[config.mk]
export PLATFORM = sky130hd
export DESIGN_NAME = eei_dispatch
export DESIGN_NICKNAME = d
export VERILOG_FILES = /design/src/rtl/eei_dispatch_pkg.sv /design/src/rtl/eei_wdog.sv /design/src/rtl/eei_dispatch.sv
export SDC_FILE = /design/constraint.sdc
export NUM_CORES = 1
export LEC_CHECK = 0
export ABC_AREA = 0
export BUFFER_PORTS_ARGS = -buffer_cell sky130_fd_sc_hd__buf_2
export CAP_MARGIN = 40
export CORE_UTILIZATION = 40
export CTS_CLUSTER_SIZE = 24
export DETAILED_ROUTE_END_ITERATION = 8
export GPL_TIMING_DRIVEN = 0
export HOLD_SLACK_MARGIN = 0.1
export MAX_ROUTING_LAYER = met4
export PLACE_DENSITY = 0.71
export SYNTH_ARGS = -nofsm -noshare
export SYNTH_HDL_FRONTEND = slang
export SYNTH_SLANG_ARGS = --single-unit
[constraint.sdc]
create_clock -name clk_i -period 2.5 [get_ports clk_i]
set_clock_uncertainty 0.15 [all_clocks]
set_input_delay 0.375 -clock clk_i [delete_from_list [all_inputs] [get_ports clk_i]]
set_output_delay 0.375 -clock clk_i [all_outputs]
set_load 0.005 [all_outputs]
[src/rtl/eei_dispatch_pkg.sv]
// Shared slot map, FSM encoding and sizing helpers for the EEI dispatcher.
package eei_dispatch_pkg;

  localparam int EEI_SLOT_NUM = 16;
  localparam int EEI_SLOT_W   = 4;

  localparam logic [EEI_SLOT_W-1:0] SLOT_FGPIO = 4'b0000;
  localparam logic [EEI_SLOT_W-1:0] SLOT_SREG  = 4'b1000;

  typedef enum logic [1:0] {IDLE, WAIT, RESP} eei_disp_state_e;

  // A disabled watchdog (0 cycles) still needs a legal one-bit counter.
  function automatic int wdog_width(input int cyc);
    return (cyc > 0) ? $clog2(cyc + 1) : 1;
  endfunction

endpackage

[src/rtl/eei_wdog.sv]
// Per-transaction watchdog: counts WAIT cycles, flags expiry in the last allowed cycle,
// and keeps a saturating expiry count plus a sticky flag. No backpressure; expiry is combinational.
module eei_wdog
  import eei_dispatch_pkg::*;
#(
  parameter int TIMEOUT_CYC = 64,
  parameter int CNT_W       = 8
) (
  input  logic             clk_i,
  input  logic             rst_i,
  input  logic             run,
  input  logic             fire,
  output logic             expire,
  output logic [CNT_W-1:0] timeout_cnt,
  output logic             timeout_flag
);

  localparam int WD_W = wdog_width(TIMEOUT_CYC);
  localparam logic [WD_W-1:0] LAST = WD_W'((TIMEOUT_CYC > 0) ? TIMEOUT_CYC - 1 : 0);

  logic [WD_W-1:0] wd_cnt;

  always_ff @(posedge clk_i or posedge rst_i) begin
    if (rst_i) begin
      wd_cnt <= '0;
    end else if (!run) begin
      wd_cnt <= '0;
    end else begin
      wd_cnt <= wd_cnt + 1'b1;
    end
  end

  assign expire = run && (TIMEOUT_CYC != 0) && (wd_cnt == LAST);

  always_ff @(posedge clk_i or posedge rst_i) begin
    if (rst_i) begin
      timeout_cnt  <= '0;
      timeout_flag <= 1'b0;
    end else if (fire) begin
      timeout_flag <= 1'b1;
      if (timeout_cnt != '1) begin
        timeout_cnt <= timeout_cnt + 1'b1;
      end
    end
  end

endmodule

[src/rtl/eei_dispatch.sv]
// Routes EEI requests to one of NUM_UNITS units over a level req/ack handshake and returns a
// registered response; latency 1 (unmapped), 2 + unit wait, or TIMEOUT_CYC + 1 on watchdog expiry.
module eei_dispatch
  import eei_dispatch_pkg::*;
#(
  parameter int NUM_UNITS   = 2,
  parameter int TIMEOUT_CYC = 64,
  parameter int CNT_W       = 8
) (
  input  logic                    clk_i,
  input  logic                    rst_i,
  input  logic                    eei_req,
  input  logic                    eei_ext,
  input  logic [2:0]              eei_funct3,
  output logic                    eei_ack,
  output logic                    eei_error,
  output logic [31:0]             eei_rd_val,
  output logic                    eei_busy,
  output logic [NUM_UNITS-1:0]    unit_req,
  input  logic [NUM_UNITS-1:0]    unit_ack,
  input  logic [NUM_UNITS-1:0]    unit_error,
  input  logic [NUM_UNITS*32-1:0] unit_rd_val,
  output logic [CNT_W-1:0]        timeout_cnt,
  output logic                    timeout_flag
);

  eei_disp_state_e       state, state_nxt;
  logic [EEI_SLOT_W-1:0] slot, sel;
  logic                  mapped;
  logic                  sel_ack, sel_err;
  logic [31:0]           sel_rd;
  logic                  expire, fire;
  logic                  ld_err;
  logic [31:0]           ld_rd;

  assign slot   = {eei_ext, eei_funct3};
  assign mapped = ({1'b0, slot} < (EEI_SLOT_W + 1)'(NUM_UNITS));

  always_comb begin
    sel_ack = 1'b0;
    sel_err = 1'b0;
    sel_rd  = '0;
    for (int i = 0; i < NUM_UNITS; i++) begin
      if (sel == EEI_SLOT_W'(i)) begin
        sel_ack = unit_ack[i];
        sel_err = unit_error[i];
        sel_rd  = unit_rd_val[i*32 +: 32];
      end
    end
  end

  // A flush or a same-cycle unit ack both suppress the timeout event.
  assign fire = (state == WAIT) && eei_req && !sel_ack && expire;

  eei_wdog #(
    .TIMEOUT_CYC (TIMEOUT_CYC),
    .CNT_W       (CNT_W)
  ) u_wdog (
    .clk_i        (clk_i),
    .rst_i        (rst_i),
    .run          (state == WAIT),
    .fire         (fire),
    .expire       (expire),
    .timeout_cnt  (timeout_cnt),
    .timeout_flag (timeout_flag)
  );

  always_ff @(posedge clk_i or posedge rst_i) begin
    if (rst_i) begin
      state <= IDLE;
    end else begin
      state <= state_nxt;
    end
  end

  always_comb begin
    state_nxt = state;
    case (state)
      IDLE: if (eei_req) state_nxt = mapped ? WAIT : RESP;
      WAIT: begin
        if (!eei_req)               state_nxt = IDLE;
        else if (sel_ack || expire) state_nxt = RESP;
      end
      RESP:    state_nxt = IDLE;
      default: state_nxt = IDLE;
    endcase
  end

  always_comb begin
    unit_req = '0;
    eei_busy = (state != IDLE);
    ld_err   = 1'b1;
    ld_rd    = '0;
    if (state == WAIT) begin
      unit_req = NUM_UNITS'(1) << sel;
      if (sel_ack) begin
        ld_err = sel_err;
        ld_rd  = sel_rd;
      end
    end
  end

  always_ff @(posedge clk_i or posedge rst_i) begin
    if (rst_i) begin
      sel        <= '0;
      eei_ack    <= 1'b0;
      eei_error  <= 1'b0;
      eei_rd_val <= '0;
    end else begin
      if (state == IDLE && eei_req && mapped) begin
        sel <= slot;
      end
      eei_ack    <= (state_nxt == RESP);
      eei_error  <= (state_nxt == RESP) && ld_err;
      eei_rd_val <= (state_nxt == RESP) ? ld_rd : 32'h0;
    end
  end

endmodule

After elaboration in Yosys (flattened, before gate mapping) --
Index checks and enable logic that the tools add are counted.
Storage, ports and cells: flip-flop bits (word level) 56, input bits 75, output and inout port bits 46
Operators by class: add/subtract/negate cells 2, order comparisons 1, equality and inequality tests 5, shift-type cells 1, mux-type cells 18, reductions and logical operators 13
Operators with widths (count):
- 32-bit 2-to-1 mux | 5
- 2-bit 2-to-1 mux | 5
- 8-bit by 1-bit adder with 8-bit output (second input constant) | 1
- 8-bit inequality test (second input constant) | 1
- 7-bit by 1-bit adder with 7-bit output (second input constant) | 1
- 7-bit by 6-bit equality test with 1-bit output (second input constant) | 1
- 1-bit logical AND | 7
- 7-bit 2-to-1 mux | 1
- 1-bit 2-to-1 mux | 6
- 4-bit by 1-bit equality test with 1-bit output (second input constant) | 1
- 4-bit logical NOT | 1
- 4-bit by 2-bit less-than comparator with 1-bit output (second input constant) | 1
- 2-bit one-hot mux with 2 select lines | 1
- 1-bit by 4-bit left shift with 2-bit output (first input constant) | 1
- 2-bit by 1-bit equality test with 1-bit output (second input constant) | 1
- 2-bit equality test (second input constant) | 1
- 2-bit logical NOT | 1
- 2-bit AND reduction | 1
- 2-bit nonzero test | 1
- 1-bit logical NOT | 1
- 1-bit logical OR | 1

Longest topological paths before layout --
Gate-level depths: netlist of the first run.
depth after elaboration 9, mapped depth 6, depth with buffers taken out 5

Modules after synthesis --
From an unflattened synthesis of the first run, not the netlist that was laid out.
Second synthesis, totals: cell total of the unflattened synthesis 207, area, all modules 2439.8 sq um
Modules (own cells, without submodules):
- eei_dispatch | times used 1, cells an instance 140, area each 1674.1 sq um, sequential area each 1001.0 sq um
- eei_wdog | times used 1, cells an instance 67, area each 765.7 sq um, sequential area each 400.4 sq um

Worst setup path before layout of the first run --
OpenSTA, ideal clock, no wires.
path kind reg2reg, start point register u_wdog.wd_cnt[0], end point register u_wdog.timeout_cnt[6], library setup time 0.128 ns, data arrival time 1.764 ns, data required time 2.222 ns, setup slack 0.459 ns, stages on the path, launching flop included 7, clock period less this slack 2.041 ns, cell sequence dfrtp_1 ha_1 nand4_1 or3_4 buf_6 nor4b_4 mux2_1
On the way: cells in the longest elaborated chain, start to end 4
RTL lines:
- start: declaration | line eei_wdog.sv:21 | logic [WD_W-1:0] wd_cnt;
- start signal: assignment | line eei_wdog.sv:29 | wd_cnt <= wd_cnt + 1'b1;
- 7-bit by 6-bit equality test with 1-bit output | line eei_wdog.sv:33 | assign expire = run && (TIMEOUT_CYC != 0) && (wd_cnt == LAST);
- 1-bit logical AND | line eei_wdog.sv:33
- 1-bit logical AND | line eei_dispatch.sv:53 | assign fire = (state == WAIT) && eei_req && !sel_ack && expire;
- 2-bit AND reduction (no line)
- end signal: assignment | line eei_wdog.sv:42 | timeout_cnt <= timeout_cnt + 1'b1;
- end: declaration | line eei_wdog.sv:14 | output logic [CNT_W-1:0] timeout_cnt,
Every way passes these cells. A chain may end at the register's enable or synchronous reset.

Final worst setup path of the first run --
start point register sel[0], end point output port unit_req[1]
On the way: cells in the longest elaborated chain, start to end 2
RTL lines:
- start: declaration | line eei_dispatch.sv:28 | logic [EEI_SLOT_W-1:0] slot, sel;
- start signal: assignment | line eei_dispatch.sv:111 | sel <= slot;
- 1-bit by 4-bit left shift with 2-bit output | line eei_dispatch.sv:95 | unit_req = NUM_UNITS'(1) << sel;
- 2-bit 2-to-1 mux | line eei_dispatch.sv:94 | if (state == WAIT) begin
- end: declaration | line eei_dispatch.sv:19 | output logic [NUM_UNITS-1:0] unit_req,
Every way passes these cells.

==> results.json, run 1 <==
{
  "crit_arrival_ns": 1.71,
  "fin_area_sq_mm": 0.00327,
  "synth_cells": 204,
  "p_leak_nw": 1.83,
  "max_freq_mhz": 448,
  "r2r_slack_ns": 0.33,
  "synth_top_area_share": 0.575,
  "drt_iter0_markers": 58,
  "synth_area_leaders": "dfrtp_1 (57%), mux2i_1 (13%), nor2_1 (5.8%), xor2_1 (1.8%), buf_6 (1.4%)",
  "antenna_found_initial": 0,
  "max_slew.worst_pin.slew_ns": 0.690,
  "netlist_top_cells_count": "dfrtp_1 (56), nor2_1 (38), mux2i_1 (32)",
  "synthMuxAreaShare": 0.161,
  "cts_inserted_buffers": 5,
  "synthesis.nets": 281,
  "hold_depth": 3,
  "grt_pass1_wl_um": 8470,
  "clockRootBuffer": "clkbuf_8",
  "yosysSeqAreaShare": 0.575,
  "drc": 0,
  "crit_fanout": 10,
  "grt_setup_unrepaired": "false",
  "htreeDepth": 2,
  "grt_usage": 0.180,
  "post_route_cells_drive_above_1_share": 0.428,
  "rows": 28,
  "min-delay-start": "unit_rd_val[15]",
  "hold_class": "primary input to register",
  "crit_slowest_cell": "clkbuf_1",
  "ys_ff_latch": 56,
  "yosys_most_used_dff": "dfrtp_1",
  "rr_worst_depth": 6,
  "post-route-util": 0.556,
  "path_buf_inv": 3,
  "clkLatencyLatePin_ns": 0.31,
  "core_area_sq_mm": 0.00589,
  "vias_per_cell": 4.79,
  "cts.sinks": 56,
  "report.final.slew_viol_count": 0,
  "routed_wl_um": 5220,
  "grt_pass1_vias": 1925,
  "cts.path.max_buffers": 2,
  "synth-compound-area-share": 0.0354,
  "post-route-min-period_ns": 2.23,
  "critical_path.top_delay_family": "buffers and inverters",
  "holdWs_ns": 0.146,
  "dp_hpwl_um": 4050,
  "critPathKind": "register to output port",
  "hold_viol": 0,
  "synth-xor-area-share": 0.0251,
  "fp.dieH_um": 80.1,
  "clkTransAtPathRegs_ns": 0.10,
  "placed_area_sq_mm": 0.00315,
  "synth_top_family_by_area": "simple AND/OR/NAND/NOR gates",
  "ant_nets": 0,
  "worstHoldEndpoint": "eei_rd_val[15]",
  "wl_per_cell_um": 12.8,
  "slew_headroom": 0.540,
  "peakVddDrop_v": 0.000325,
  "yosysMostFrequentCell": "dfrtp_1",
  "die_x_um": 80.1,
  "grt_start_max_net_pins": 40,
  "yosysWarnings": 0,
  "dieArea_sq_mm": 0.00641,
  "powerDensity_mw_per_mm2": 563,
  "io_pins": 121,
  "via_count": 1961,
  "critPathRequiredTime_ns": 1.98,
  "port_buffers": 120,
  "synth-simple-area-share": 0.165,
  "synth_top_area_cell": "dfrtp_1",
  "ctsResizeCount": 0,
  "reg2reg_from": "u_wdog.wd_cnt[0]",
  "max_cap_viol_count": 0,
  "dr.pass1.iters": 4,
  "setup_violations": 0,
  "initial_core_util": 0.414,
  "cpPeakStageDelay_ns": 0.50,
  "placedCellCount": 400,
  "synth_fa_ha_area_frac": 0.0103,
  "cp-end-kind": "output port",
  "cts_tree": "yes",
  "crit_chain": "buf_6, clkbuf_1, and3_1, buf_2",
  "num_antenna_cells": 0,
  "r2r-end": "u_wdog.timeout_cnt[6]",
  "place.gp.congestion": 0.797,
  "synthArstFlopShare": 1.00,
  "post-route-period-util": 0.893,
  "status": "completed",
  "syn-cell-area_sq_mm": 0.00244,
  "syn2layout_area_growth_pct": 34.3,
  "synth_edf_count": 0,
  "avgSynthCellArea_sq_um": 12.0,
  "overflow": 0,
  "start_kind": "register",
  "synth_cell_types": 39,
  "final_cells": 409,
  "nets": 410
}
state kept, by name, summed over array words and instances, names as in the netlist:
| name | flops |
|---|---|
| u_wdog.timeout_flag | 1 |
| eei_rd_val | 32 |
| state | 2 |
| eei_error | 1 |
| sel | 4 |
| u_wdog.wd_cnt | 7 |
| eei_ack | 1 |
| u_wdog.timeout_cnt | 8 |
repair_timing:
item | CTS | global route
hold endpoints to repair | 17 | 0
hold buffers | 1 | 0
setup buffers | 0 | 0
placed cells by master, fill, tap and decap left out, types with 3 or more instances in the layout:
| cell type | synthesis | routed |
|---|---|---|
| inv_1 | 4 | 3 |
| clkbuf_8 | 0 | 5 |
| mux2_2 | 3 | 3 |
| nand2_1 | 5 | 5 |
| xor2_1 | 5 | 5 |
| clkbuf_1 | 4 | 5 |
| nor2_1 | 38 | 38 |
| nor3_1 | 5 | 5 |
| buf_6 | 3 | 3 |
| dfrtp_1 | 56 | 56 |
| o21ai_0 | 4 | 4 |
| nand4_1 | 3 | 3 |
| nand3_1 | 4 | 4 |
| buf_2 | 0 | 120 |
| mux2i_1 | 32 | 32 |
| and2_1 | 5 | 5 |
per-layer routing:
layer / vias up / routed length (um) / track usage
met4: 0 / 61 / 0.0464
met1: 915 / 2270 / 0.218
li1: 957 / - / -
met5: - / 0 / -
met2: 82 / 2580 / 0.303
met3: 7 / 304 / 0.0443
power by group:
group	total, mW	internal [mW]	switching, mW
Clock	0.593	0.303	0.290
Combinational	0.328	0.170	0.158
Sequential	0.923	0.917	0.00571
how the worst max path moves through the flow:
stage	start	end	cells after the start
2_1_floorplan	u_wdog.wd_cnt[0]	u_wdog.timeout_cnt[6]	6
3_3_place_gp	rst_i	eei_rd_val[30]	2
3_5_place_dp	u_wdog.wd_cnt[0]	u_wdog.timeout_cnt[6]	6
4_1_cts	sel[0]	unit_req[1]	4
5_1_grt	sel[0]	unit_req[1]	4
6_report	sel[0]	unit_req[1]	4
stage by stage:
| stage | power [mW] | worst slack, ns | TNS [ns] |
|---|---|---|---|
| 4_1_cts | 1.87 | 0.237 | 0 |
| 2_1_floorplan | 1.16 | 0.459 | 0 |
| 6_report | 1.84 | 0.267 | 0 |
| 3_5_place_dp | 1.27 | 0.343 | 0 |
| 3_3_place_gp | 1.27 | -0.117 | -6.41 |
| 5_1_grt | 1.93 | 0.156 | 0 |
cell type report:
type	count	area (sq um)
Fill cell	554	2610
Sequential cell	56	1400
Multi-Input combinational cell	135	966
Timing Repair Buffer	122	631
Tap cell	75	93.8
Clock buffer	6	72.6
Buffer	9	56.3
Clock inverter	2	38.8
Inverter	4	15.0
cells by family (layout without fill, tap and decap cells):
| family | after synthesis | count (layout) |
|---|---|---|
| muxes | 38 | 38 |
| and+or+nand+nor | 75 | 75 |
| AOI/OAI and AO/OA | 13 | 13 |
| xor gates and xnor gates | 7 | 7 |
| adders and majority gates | 2 | 2 |
| buffers and inverters | 13 | 143 |
| DFF | 56 | 56 |
worst register-to-register path, stage by stage (launching register included):
cell and delay (ns):
dfrtp_1 0.38, ha_1 0.21, nand4_1 0.16, or3_4 0.38, buf_6 0.16, nor4b_4 0.27
mux2_1 0.35
Note: power is estimated with default switching activity, not from simulation.
==> run 2: changes to the inputs <==
--- a/config.mk
+++ b/config.mk
@@ -9,6 +9,7 @@
 export BUFFER_PORTS_ARGS = -buffer_cell sky130_fd_sc_hd__buf_2
 export CAP_MARGIN = 40
 export CORE_UTILIZATION = 40
+export CTS_BUF_LIST = sky130_fd_sc_hd__clkbuf_8
 export CTS_CLUSTER_SIZE = 24
 export DETAILED_ROUTE_END_ITERATION = 8
 export GPL_TIMING_DRIVEN = 0
==> results.json, run 2 (synthesis results as in run 1) <==
{
  "status": "completed",
  "placed_area_sq_mm": 0.00315,
  "place.gp.congestion": 0.797,
  "min-delay-start": "unit_rd_val[15]",
  "clkTransAtPathRegs_ns": 0.10,
  "grt_pass1_vias": 1925,
  "hold_depth": 3,
  "cp-startpoint": "sel[0]",
  "powerDensity_mw_per_mm2": 562,
  "core_area_sq_mm": 0.00589,
  "hold_viol": 0,
  "wl_per_cell_um": 12.8,
  "overflow": 0,
  "post-route-min-period_ns": 2.23,
  "reg_top3": "eei_rd_val (32), u_wdog.timeout_cnt (8), u_wdog.wd_cnt (7)",
  "crit_arrival_ns": 1.71,
  "clockRootBuffer": "clkbuf_8",
  "critPathRequiredTime_ns": 1.98,
  "port_buffers": 120,
  "setup_ws_ns": 0.267,
  "grt_setup_unrepaired": "false",
  "place_worst_setup_slack_ns": 0.343,
  "grt_pass1_wl_um": 8470,
  "antenna_found_initial": 0,
  "critPathKind": "register to output port",
  "via_count": 1961,
  "num_antenna_cells": 0,
  "post-route-period-util": 0.893,
  "largest_reg_flops": 32,
  "p_leak_nw": 1.83,
  "max_freq_mhz": 448,
  "max_cap_viol_count": 0,
  "cp-end-kind": "output port",
  "grt_start_max_net_pins": 40,
  "ctsResizeCount": 0,
  "htreeDepth": 2,
  "start_kind": "register",
  "nets": 410,
  "report.final.slew_viol_count": 0,
  "crit_fanout": 10,
  "syn2layout_area_growth_pct": 34.3,
  "max_slew.worst_pin.slew_ns": 0.690,
  "final_cell_mix": "buf_2 (120), dfrtp_1 (56), nor2_1 (38)",
  "reg2reg_from": "u_wdog.wd_cnt[0]",
  "final_common_cell": "buf_2",
  "ant_nets": 0,
  "drt_iter0_markers": 58,
  "io_pins": 121,
  "rr_worst_depth": 6,
  "cts_tree": "yes",
  "setup_violations": 0,
  "fin_area_sq_mm": 0.00327,
  "fp.dieH_um": 80.1,
  "top_register": "eei_rd_val",
  "clkLatencyLatePin_ns": 0.31,
  "post_route_cells_drive_above_1_share": 0.428,
  "die_x_um": 80.1,
  "slew_headroom": 0.540,
  "r2r_slack_ns": 0.33,
  "post-route-util": 0.556,
  "holdWs_ns": 0.146,
  "grt_usage": 0.180,
  "dp_hpwl_um": 4050,
  "hold_class": "primary input to register",
  "vias_per_cell": 4.79,
  "rows": 28,
  "dieArea_sq_mm": 0.00641,
  "routed_wl_um": 5220,
  "cts.path.max_buffers": 2,
  "peakVddDrop_v": 0.000319,
  "initial_core_util": 0.414,
  "dr.pass1.iters": 4,
  "drc": 0,
  "cts.sinks": 56,
  "cts_inserted_buffers": 5
}
==> run 2: cell count changes in the layout (fill, tap and decap cells not counted) <==
cell / before / now
inv_1: 3 / 4
clkbuf_1: 5 / 4
==> run 2: layer usage <==
| metal | wire (um) | track usage | up-vias |
|---|---|---|---|
| met3 | 304 | 0.0443 | 7 |
| met1 | 2270 | 0.218 | 915 |
| met2 | 2580 | 0.303 | 82 |
| met5 | 0 | - | - |
| li1 | - | - | 957 |
| met4 | 61 | 0.0464 | 0 |
==> run 2: through the flow <==
step                instances  TNS, ns  power, mW
global placement          399    -6.41       1.27
global route              409        0       1.93
detailed placement        400        0       1.27
CTS                       409        0       1.87
floorplan                 204        0       1.16
finish                    409        0       1.84
==> run 2: what timing repair did <==
| action | in CTS | in global routing |
|---|---|---|
| endpoints found under the hold margin | 17 | 0 |
| buffers inserted | 0 | 0 |
| hold buffers | 1 | 0 |
==> run 2: where the power goes <==
| part | internal, mW | leakage, nW | switching [mW] |
|---|---|---|---|
| logic | 0.170 | 1.00 | 0.158 |
| registers | 0.917 | 0.771 | 0.00571 |
| clock network | 0.299 | 0.0599 | 0.290 |
==> run 2: area by class of cell <==
cell class	instances	area, sq um
Fill cell	554	2610
Inverter	4	15.0
Timing Repair Buffer	122	631
Buffer	9	56.3
Clock buffer	5	68.8
Tap cell	75	93.8
Sequential cell	56	1400
Multi-Input combinational cell	135	966
Clock inverter	3	42.5
==> run 2: worst max-delay path, stage by stage (launching register included) <==
cell	delay (ns)
dfrtp_1	0.35
buf_6	0.17
clkbuf_1	0.50
and3_1	0.27
buf_2	0.11
==> run 2: final timing paths <==
check,to
min in group asynchronous,eei_rd_val[2]
setup reg to reg,u_wdog.timeout_cnt[6]
max in group asynchronous,u_wdog.wd_cnt[6]
setup / recovery,unit_req[1]
hold reg to reg,u_wdog.wd_cnt[0]
hold / removal,eei_rd_val[15]
